## src/rtl/mem_stage_lsu.sv

```systemverilog
// MEM-stage load/store unit: issues one data-memory access per load/store over a
// valid/ready request channel, stalls the pipeline until it completes, and extends load data.
module mem_stage_lsu (
    input  logic        clk,
    input  logic        rst,
    input  logic        MEM_valid,
    input  logic [31:0] MEM_inst,
    input  logic [31:0] MEM_alu_res,
    input  logic [31:0] MEM_rs2_val,
    output logic        dmem_req_valid,
    input  logic        dmem_req_ready,
    output logic        dmem_we,
    output logic [31:0] dmem_addr,
    output logic [31:0] dmem_wdata,
    output logic [3:0]  dmem_wstrb,
    input  logic        dmem_resp_valid,
    input  logic [31:0] dmem_rdata,
    output logic        mem_stall,
    output logic        mem_fault,
    output logic [31:0] load_data
);

    typedef enum logic [1:0] {IDLE, REQ, WAIT, DONE} state_t;

    state_t      state_q, state_d;
    logic        we_q, we_d;
    logic [31:0] addr_q, addr_d;
    logic [31:0] wdata_q, wdata_d;
    logic [3:0]  wstrb_q, wstrb_d;
    logic [2:0]  funct3_q, funct3_d;
    logic [1:0]  off_q, off_d;
    logic [31:0] load_data_q, load_data_d;

    logic [6:0]  opcode;
    logic [2:0]  funct3;
    logic        is_load, is_store, mem_op;
    logic        funct3_legal, misaligned, fault, accept;
    logic        unused_inst_bits;

    assign opcode           = MEM_inst[6:0];
    assign funct3           = MEM_inst[14:12];
    assign unused_inst_bits = ^{MEM_inst[31:15], MEM_inst[11:7]};

    function automatic logic [31:0] store_data(input logic [31:0] rs2, input logic [2:0] f3);
        case (f3[1:0])
            2'b00:   store_data = {4{rs2[7:0]}};
            2'b01:   store_data = {2{rs2[15:0]}};
            default: store_data = rs2;
        endcase
    endfunction

    function automatic logic [3:0] store_strb(input logic [2:0] f3, input logic [1:0] off);
        case (f3[1:0])
            2'b00:   store_strb = 4'b0001 << off;
            2'b01:   store_strb = 4'b0011 << off;
            default: store_strb = 4'b1111;
        endcase
    endfunction

    function automatic logic [31:0] load_extend(input logic [31:0] rdata, input logic [2:0] f3,
                                                input logic [1:0] off);
        logic [7:0]  b;
        logic [15:0] h;
        b = rdata[{off, 3'b000} +: 8];
        h = off[1] ? rdata[31:16] : rdata[15:0];
        case (f3)
            3'b000:  load_extend = {{24{b[7]}}, b};
            3'b001:  load_extend = {{16{h[15]}}, h};
            3'b100:  load_extend = {24'b0, b};
            3'b101:  load_extend = {16'b0, h};
            default: load_extend = rdata;
        endcase
    endfunction

    always_comb begin
        is_load  = MEM_valid && (opcode == 7'b0000011);
        is_store = MEM_valid && (opcode == 7'b0100011);
        mem_op   = is_load || is_store;
        if (is_load) begin
            funct3_legal = funct3 inside {3'b000, 3'b001, 3'b010, 3'b100, 3'b101};
        end else begin
            funct3_legal = funct3 inside {3'b000, 3'b001, 3'b010};
        end
        misaligned = ((funct3[1:0] == 2'b01) && MEM_alu_res[0])
                  || ((funct3[1:0] == 2'b10) && (MEM_alu_res[1:0] != 2'b00));
        fault      = mem_op && (!funct3_legal || misaligned);
        accept     = mem_op && !fault;
    end

    assign mem_fault = fault;

    always_ff @(posedge clk) begin
        if (rst) begin
            state_q <= IDLE;
        end else begin
            state_q <= state_d;
        end
    end

    always_comb begin
        state_d = state_q;
        case (state_q)
            IDLE:    if (accept) state_d = REQ;
            REQ:     if (dmem_req_ready) state_d = we_q ? DONE : WAIT;
            WAIT:    if (dmem_resp_valid) state_d = DONE;
            DONE:    state_d = IDLE;
            default: state_d = IDLE;
        endcase
    end

    // Stall drops in DONE so the pipeline advances exactly once per access
    always_comb begin
        dmem_req_valid = (state_q == REQ);
        mem_stall      = accept && (state_q != DONE);
    end

    always_comb begin
        we_d        = we_q;
        addr_d      = addr_q;
        wdata_d     = wdata_q;
        wstrb_d     = wstrb_q;
        funct3_d    = funct3_q;
        off_d       = off_q;
        load_data_d = load_data_q;
        if ((state_q == IDLE) && accept) begin
            we_d     = is_store;
            addr_d   = {MEM_alu_res[31:2], 2'b00};
            wdata_d  = store_data(MEM_rs2_val, funct3);
            wstrb_d  = is_store ? store_strb(funct3, MEM_alu_res[1:0]) : 4'b0000;
            funct3_d = funct3;
            off_d    = MEM_alu_res[1:0];
        end
        if ((state_q == WAIT) && dmem_resp_valid) begin
            load_data_d = load_extend(dmem_rdata, funct3_q, off_q);
        end
    end

    always_ff @(posedge clk) begin
        if (rst) begin
            we_q        <= 1'b0;
            addr_q      <= 32'd0;
            wdata_q     <= 32'd0;
            wstrb_q     <= 4'd0;
            funct3_q    <= 3'd0;
            off_q       <= 2'd0;
            load_data_q <= 32'd0;
        end else begin
            we_q        <= we_d;
            addr_q      <= addr_d;
            wdata_q     <= wdata_d;
            wstrb_q     <= wstrb_d;
            funct3_q    <= funct3_d;
            off_q       <= off_d;
            load_data_q <= load_data_d;
        end
    end

    assign dmem_we    = we_q;
    assign dmem_addr  = addr_q;
    assign dmem_wdata = wdata_q;
    assign dmem_wstrb = wstrb_q;
    assign load_data  = load_data_q;

endmodule

```

## config.mk

```make
export PLATFORM = sky130hd
export DESIGN_NAME = mem_stage_lsu
export DESIGN_NICKNAME = d
export VERILOG_FILES = /design/src/rtl/mem_stage_lsu.sv
export SDC_FILE = /design/constraint.sdc
export NUM_CORES = 1
export LEC_CHECK = 0
export CAP_MARGIN = 10
export CORE_ASPECT_RATIO = 0.5
export CORE_MARGIN = 1.5
export CORE_UTILIZATION = 44
export DETAILED_ROUTE_END_ITERATION = 12
export PLACE_DENSITY_LB_ADDON = 0.08
export SYNTH_ARGS = -nofsm -noshare
export SYNTH_HDL_FRONTEND = slang
export SYNTH_SLANG_ARGS = --single-unit
```

## constraint.sdc

```tcl
create_clock -name clk -period 4.13 [get_ports clk]
set_input_delay 1.0325 -clock clk [delete_from_list [all_inputs] [get_ports clk]]
set_output_delay 1.0325 -clock clk [all_outputs]
set_load 0.02 [all_outputs]
```

==> results_dict.tcl, run 1 <==
set metrics [dict create \
    core_sq_um 10500 \
    hp-class "flop to flop" \
    ios 237 \
    power_mw 2.27 \
    clock_path_buffers 2 \
    clkTransAtPathRegs_ps 70 \
    hold_ws_ps 450 \
    ir_drop_mv 0.243 \
    tns_ps 0 \
    io_buffers 212 \
    maxCapViolations 0 \
    antennaDiodeCount 0 \
    rsz0062_at_grt "no" \
    slew_headroom_pct 33.6 \
    drtAntennaViolNets 0 \
    postPlaceCellArea_sq_um 7120 \
    htree_levels 3 \
    cpPeakStageDelay_ps 590 \
    grt_pass1_wl_mm 24.0 \
    finalCritPeriodShare_pct 96.0 \
    cp_max_fo 2 \
    vias 4954 \
    setup-violations-final 0 \
    async_flop_share_pct 0 \
    period_minus_slack_ps 3960 \
    clk-insertion-delay-late_ps 350 \
    endpoint_kind "primary output" \
    synth_edf_count 0 \
    seq_area_frac_synth_pct 43.4 \
    cpMostUsedCell "clkdlybuf4s50_1" \
    path_class "input pin to primary output" \
    switching_share_pct 25.7 \
    crit_slowest_cell "clkdlybuf4s50_1" \
    first_global_vias 4693 \
    syn_area_sq_um 4890 \
    cts_sinks 106 \
    switchingPower_mw 0.585 \
    cts_root_buffer "clkbuf_16" \
    vias_per_cell 5.32 \
    tightest_slew_ps 993 \
    cp.arrival_ps 2930 \
    syn_to_final_growth_pct 51.8 \
    fin_area_sq_um 7430 \
    hold_violations 0 \
    die_h_um 77.6 \
    critical-path-top-delay-family "buffers and inverters" \
    post_cts_buffers 0 \
    postLayoutCoreUtil_pct 70.7 \
    synth.avg_cell_area_sq_um 8.27 \
    nFillCells 879 \
    path_cells "clkdlybuf4s50_1 > or4b_1 > nor2_1 > and3_1 > clkdlybuf4s50_1" \
    tritoncts "yes" \
    hpwl_mm 10.9 \
    grt-ovfl-total 0 \
    yosys_warnings 0 \
    drc 0 \
    fin_skew_ps 5.60 \
    die_area_sq_um 11800 \
    drt-initial-drc-count 240 \
    slew_violations 0 \
    cts_made_buffers 9 \
    cp-start-kind "input pin" \
    intPower_mw 1.69 \
    synth_flop_cell "dfxtp_1" \
    rows 26 \
    first_pass_iters 4 \
    gp_congestion 0.799 \
    fmax_ghz 0.252 \
    die_w_um 152 \
    power.leakage_nw 2.52 \
    cp_num_buf_inv 2 \
    syn_inst 592 \
    grt_use_total_pct 25.3 \
    power.share.clock_pct 39.5 \
    drive_gt1_share_pct 5.56 \
    ys_seq_elements 106 \
    nets 925 \
    synth_cell_types 41 \
    cts_resized 0 \
    power_frac_comb_pct 14.6 \
    seq_power_share_pct 45.9 \
    cts-hold-fix-buffers 0 \
    grt_start_max_net_pins 53 \
    initial_core_util_pct 46.6 \
    routed_wl_mm 15.1 \
    wl_per_cell_um 16.2 \
    antenna_found_initial 0 \
    p_per_area_nw_per_um2 306 \
    required_ps 3100 \
    run_status "finished clean" \
]
cell usage after synthesis, types with 2 or more instances:
library cell | instances | area share (%)
nor2_1 | 44 | 3.4
o31ai_1 | 2 | 0.31
buf_6 | 6 | 1.4
nor4b_1 | 2 | 0.36
ha_1 | 5 | 1.3
o2bb2ai_1 | 4 | 0.72
o21ai_0 | 24 | 2.5
nand2b_1 | 9 | 1.2
o211ai_1 | 2 | 0.31
a221oi_1 | 3 | 0.54
mux2i_1 | 39 | 8.0
inv_1 | 9 | 0.69
buf_1 | 3 | 0.23
buf_4 | 2 | 0.31
clkbuf_1 | 32 | 2.5
a21boi_0 | 2 | 0.31
nor2b_1 | 9 | 1.2
a21oi_1 | 65 | 6.6
o221ai_1 | 8 | 1.4
o2111ai_1 | 2 | 0.36
nand3b_1 | 9 | 1.4
buf_2 | 6 | 0.61
dfxtp_1 | 106 | 43
nand2_1 | 136 | 10
a211oi_1 | 46 | 7.1
a2111oi_4 | 2 | 1.1
tightest hold or removal path: stages (launching register included):
cell,delay (ps)
dfxtp_1,310
nand2_1,50
a21oi_1,50
flip-flops by register name (all words and copies together), names as in the netlist:
signal      count
load_data      32
off_q           2
dmem_addr      30
dmem_wstrb      4
funct3_q        3
state_q         2
dmem_wdata     32
dmem_we         1
cells in the final DEF, fill, tap and decap left out, types with 2 or more instances in the layout:
| cell type | synthesis | routed |
|---|---|---|
| clkdlybuf4s50_1 | 0 | 211 |
| nand2_1 | 136 | 136 |
| dfxtp_1 | 106 | 106 |
| a21oi_1 | 65 | 65 |
| a211oi_1 | 46 | 46 |
| nor2_1 | 44 | 44 |
| mux2i_1 | 39 | 39 |
| o21ai_0 | 24 | 24 |
| buf_4 | 2 | 21 |
| inv_1 | 9 | 9 |
| nand3b_1 | 9 | 9 |
| nor2b_1 | 9 | 9 |
| nand2b_1 | 9 | 9 |
| clkbuf_16 | 0 | 9 |
| o221ai_1 | 8 | 8 |
| ha_1 | 5 | 5 |
| o2bb2ai_1 | 4 | 4 |
| a221oi_1 | 3 | 3 |
| nor4b_1 | 2 | 2 |
| o211ai_1 | 2 | 2 |
| a21boi_0 | 2 | 2 |
| a2111oi_4 | 2 | 2 |
| conb_1 | 1 | 2 |
| clkinvlp_4 | 0 | 2 |
| inv_8 | 0 | 2 |
cell families (layout without fill, tap and decap cells):
| kind of cell | after synthesis | after routing | share of synthesized area [%] |
|---|---|---|---|
| buffers and inverters | 58 | 257 | 5.67 |
| adders and majority gates | 5 | 5 | 1.28 |
| other | 1 | 2 | 0.0766 |
| DFF | 106 | 106 | 43.4 |
| and+or+nand+nor | 218 | 218 | 19.2 |
| muxes | 40 | 40 | 8.44 |
| AOI/OAI and AO/OA | 164 | 164 | 21.9 |
stage by stage:
step                cells  setup slack (ps)
floorplan             593               986
global placement      916               153
detailed placement    916               167
CTS                   932               163
global route          932              72.0
finish                932               166
layout make-up:
| type | count | area, sq um | area share [%] |
|---|---|---|---|
| Timing Repair Buffer | 232 | 2270 | 30.5 |
| Inverter | 9 | 33.8 | 0.455 |
| Multi-Input combinational cell | 429 | 2520 | 33.9 |
| Tap cell | 140 | 175 | 2.36 |
| Clock buffer | 9 | 225 | 3.03 |
| Clock inverter | 7 | 85.1 | 1.14 |
| Sequential cell | 106 | 2120 | 28.6 |
per-layer routing:
| layer | GRT usage, % | wire length, um |
|---|---|---|
| met5 | 0 | 0 |
| met3 | 9.33 | 1270 |
| met2 | 41.3 | 6980 |
| met4 | 6.60 | 244 |
| met1 | 31.7 | 6650 |
power by group through the flow:
stage / clock network [mW] / logic, mW / registers, mW
2_1_floorplan: 0 / 0.135 / 1.08
6_report: 0.897 / 0.332 / 1.04
5_1_grt: 0.956 / 0.356 / 1.05
3_3_place_gp: 0 / 0.321 / 1.07
3_5_place_dp: 0 / 0.329 / 1.07
4_1_cts: 0.919 / 0.331 / 1.04
worst paths after layout:
| path | endpoint | start | depth (start not counted) | slack, ps |
|---|---|---|---|---|
| max | mem_fault | MEM_inst[2] | 5 | 170 |
| min | dmem_addr[28] | dmem_addr[28] | 2 | 450 |
| max reg2reg | funct3_q[1] | state_q[0] | 7 | 2110 |
| min reg2reg | dmem_addr[28] | dmem_addr[28] | 2 | 450 |
(Power assumes the default switching activity.)
==> run 2, diff against run 1 <==
--- a/config.mk
+++ b/config.mk
@@ -8,7 +8,7 @@
 export CAP_MARGIN = 10
 export CORE_ASPECT_RATIO = 0.5
 export CORE_MARGIN = 1.5
-export CORE_UTILIZATION = 44
+export CORE_UTILIZATION = 41
 export DETAILED_ROUTE_END_ITERATION = 12
 export PLACE_DENSITY_LB_ADDON = 0.08
 export SYNTH_ARGS = -nofsm -noshare
==> constraint.sdc (replaced) <==
create_clock -name clk -period 4 [get_ports clk]
set_input_delay 1 -clock clk [delete_from_list [all_inputs] [get_ports clk]]
set_output_delay 1 -clock clk [all_outputs]
set_load 0.02 [all_outputs]
==> run 2 against run 1 <==
  * Clock-buffer cell count stayed put
  * Worst hold slack is essentially flat
  * Final cell count increased by 2.1%
  * Die area grew 7.1%
  * Sequential power up 4%
  * Via count decreased by 0.59%
  * Largest power group unchanged
==> results_dict.tcl, run 2 (same netlist as run 1, synthesis figures left out) <==
set metrics [dict create \
    fmax_ghz 0.261 \
    run_status "finished clean" \
    first_pass_iters 5 \
    io_buffers 212 \
    grt_use_total_pct 23.2 \
    wl_per_cell_um 15.6 \
    required_ps 3000 \
    postLayoutCoreUtil_pct 66.2 \
    grt-ovfl-total 0 \
    cpMostUsedCell "clkdlybuf4s50_1" \
    finalCritPeriodShare_pct 95.8 \
    htree_levels 3 \
    hold_violations 0 \
    power.share.clock_pct 40.6 \
    fin_skew_ps 13.8 \
    vias 4925 \
    routed_wl_mm 14.9 \
    crit_slowest_cell "clkdlybuf4s50_1" \
    path_class "input pin to primary output" \
    drc 0 \
    top_usage_layer "met2" \
    grt_pass1_wl_mm 22.9 \
    vias_per_cell 5.17 \
    antenna_found_initial 0 \
    antennaDiodeCount 0 \
    slew_violations 0 \
    setup-violations-final 0 \
    cp_max_fo 5 \
    power.leakage_nw 2.56 \
    first_global_vias 4518 \
    cp.arrival_ps 2830 \
    final_common_cell "clkdlybuf4s50_1" \
    period_minus_slack_ps 3830 \
    maxCapViolations 0 \
    final_cell_mix "210 x clkdlybuf4s50_1, 136 x nand2_1, 106 x dfxtp_1" \
    initial_core_util_pct 43.3 \
    slew_headroom_pct 50.9 \
    clock_path_buffers 2 \
    multi_input_area_sq_um 2520 \
    cts_made_buffers 9 \
    die_w_um 158 \
    hp-class "flop to flop" \
    switching_share_pct 24.6 \
    setup_slack_ps 170 \
    use_met3_pct 8.20 \
    die_h_um 80.3 \
    drive_gt1_share_pct 5.67 \
    rows 27 \
    gp_congestion 0.792 \
    cts_root_buffer "clkbuf_16" \
    die_area_sq_um 12600 \
    rsz0062_at_grt "no" \
    seq_power_share_pct 45.2 \
    post_cts_buffers 0 \
    hpwl_mm 10.6 \
    dp_slack_ps 83.2 \
    cts_sinks 106 \
    path_cells "clkdlybuf4s50_1 > nor4_1 > o211ai_1 > nor2_1 > clkdlybuf4s50_1" \
    switchingPower_mw 0.587 \
    seqCellArea_sq_um 2120 \
    clk-insertion-delay-late_ps 340 \
    cp-start-kind "input pin" \
    cp_num_buf_inv 2 \
    critical-path-top-delay-family "buffers and inverters" \
    endpoint_kind "primary output" \
    tns_ps 0 \
    drt-initial-drc-count 341 \
    p_per_area_nw_per_um2 318 \
    ir_drop_mv 0.212 \
    ios 237 \
    syn_to_final_growth_pct 53.1 \
    nFillCells 968 \
    nets 926 \
    intPower_mw 1.80 \
    tightest_slew_ps 736 \
    drtAntennaViolNets 0 \
    tritoncts "yes" \
    clkTransAtPathRegs_ps 70 \
    grt_start_max_net_pins 60 \
    cpPeakStageDelay_ps 610 \
    power_frac_comb_pct 14.2 \
    grt.met1_usage_pct 29.7 \
    gr-usage-met2_pct 37.0 \
    core_sq_um 11300 \
]
==> run 2: metal layers <==
layer / share of wire, % / routed length [um] / up-vias
met3: 8.2 / 1220 / 16
li1: - / - / 2461
met1: 46 / 6830 / 2275
met5: 0 / 0 / -
met2: 44 / 6600 / 173
met4: 1.5 / 222 / 0
==> run 2: final timing paths <==
kind             startpoint           end  slack, ps  depth (start not counted)
max reg2reg      state_q[0]       dmem_we       2030                          7
min reg2reg    dmem_addr[6]  dmem_addr[6]        450                          2
max          MEM_alu_res[0]     mem_stall        170                          5
min            dmem_addr[6]  dmem_addr[6]        450                          2
==> run 2: cell type report <==
class                   instances  share of cell area, %
flip-flops and latches        106                   28.3
multi-input cells             429                   33.7
inverters                       9                  0.451
clock inverters                 7                   1.32
clock buffers                   9                   3.01
well taps                     159                   2.66
repair buffers                233                   30.6
==> run 2: power by group through the flow <==
stage | logic [mW] | clock network, mW | registers (mW)
floorplan | 0.139 | 0 | 1.11
global placement | 0.332 | 0 | 1.10
detailed placement | 0.336 | 0 | 1.10
CTS | 0.338 | 0.997 | 1.08
global route | 0.368 | 1.03 | 1.08
finish | 0.339 | 0.969 | 1.08
==> run 2: repair_timing <==
action	4_1_cts	5_1_grt
gates resized for setup	0	1
hold buffers	0	0
setup endpoints to repair	0	1
==> run 2: worst register-to-register path: cells and delay by family, from the launching register on <==
kind	cells	cell delay [ps]
and+or+nand+nor	1	150
buffers and inverters	3	620
DFF	1	330
adders and majority gates	1	260
AOI/OAI and AO/OA	2	510
==> run 2: per-stage QoR <==
step | power (mW) | instance area, sq um | hold slack [ps] | instances
finish | 2.39 | 7490 | 450 | 952
global placement | 1.43 | 7170 | 437 | 936
CTS | 2.41 | 7490 | 454 | 952
global route | 2.48 | 7490 | 461 | 952
floorplan | 1.25 | 4900 | 454 | 593
detailed placement | 1.44 | 7170 | 445 | 936
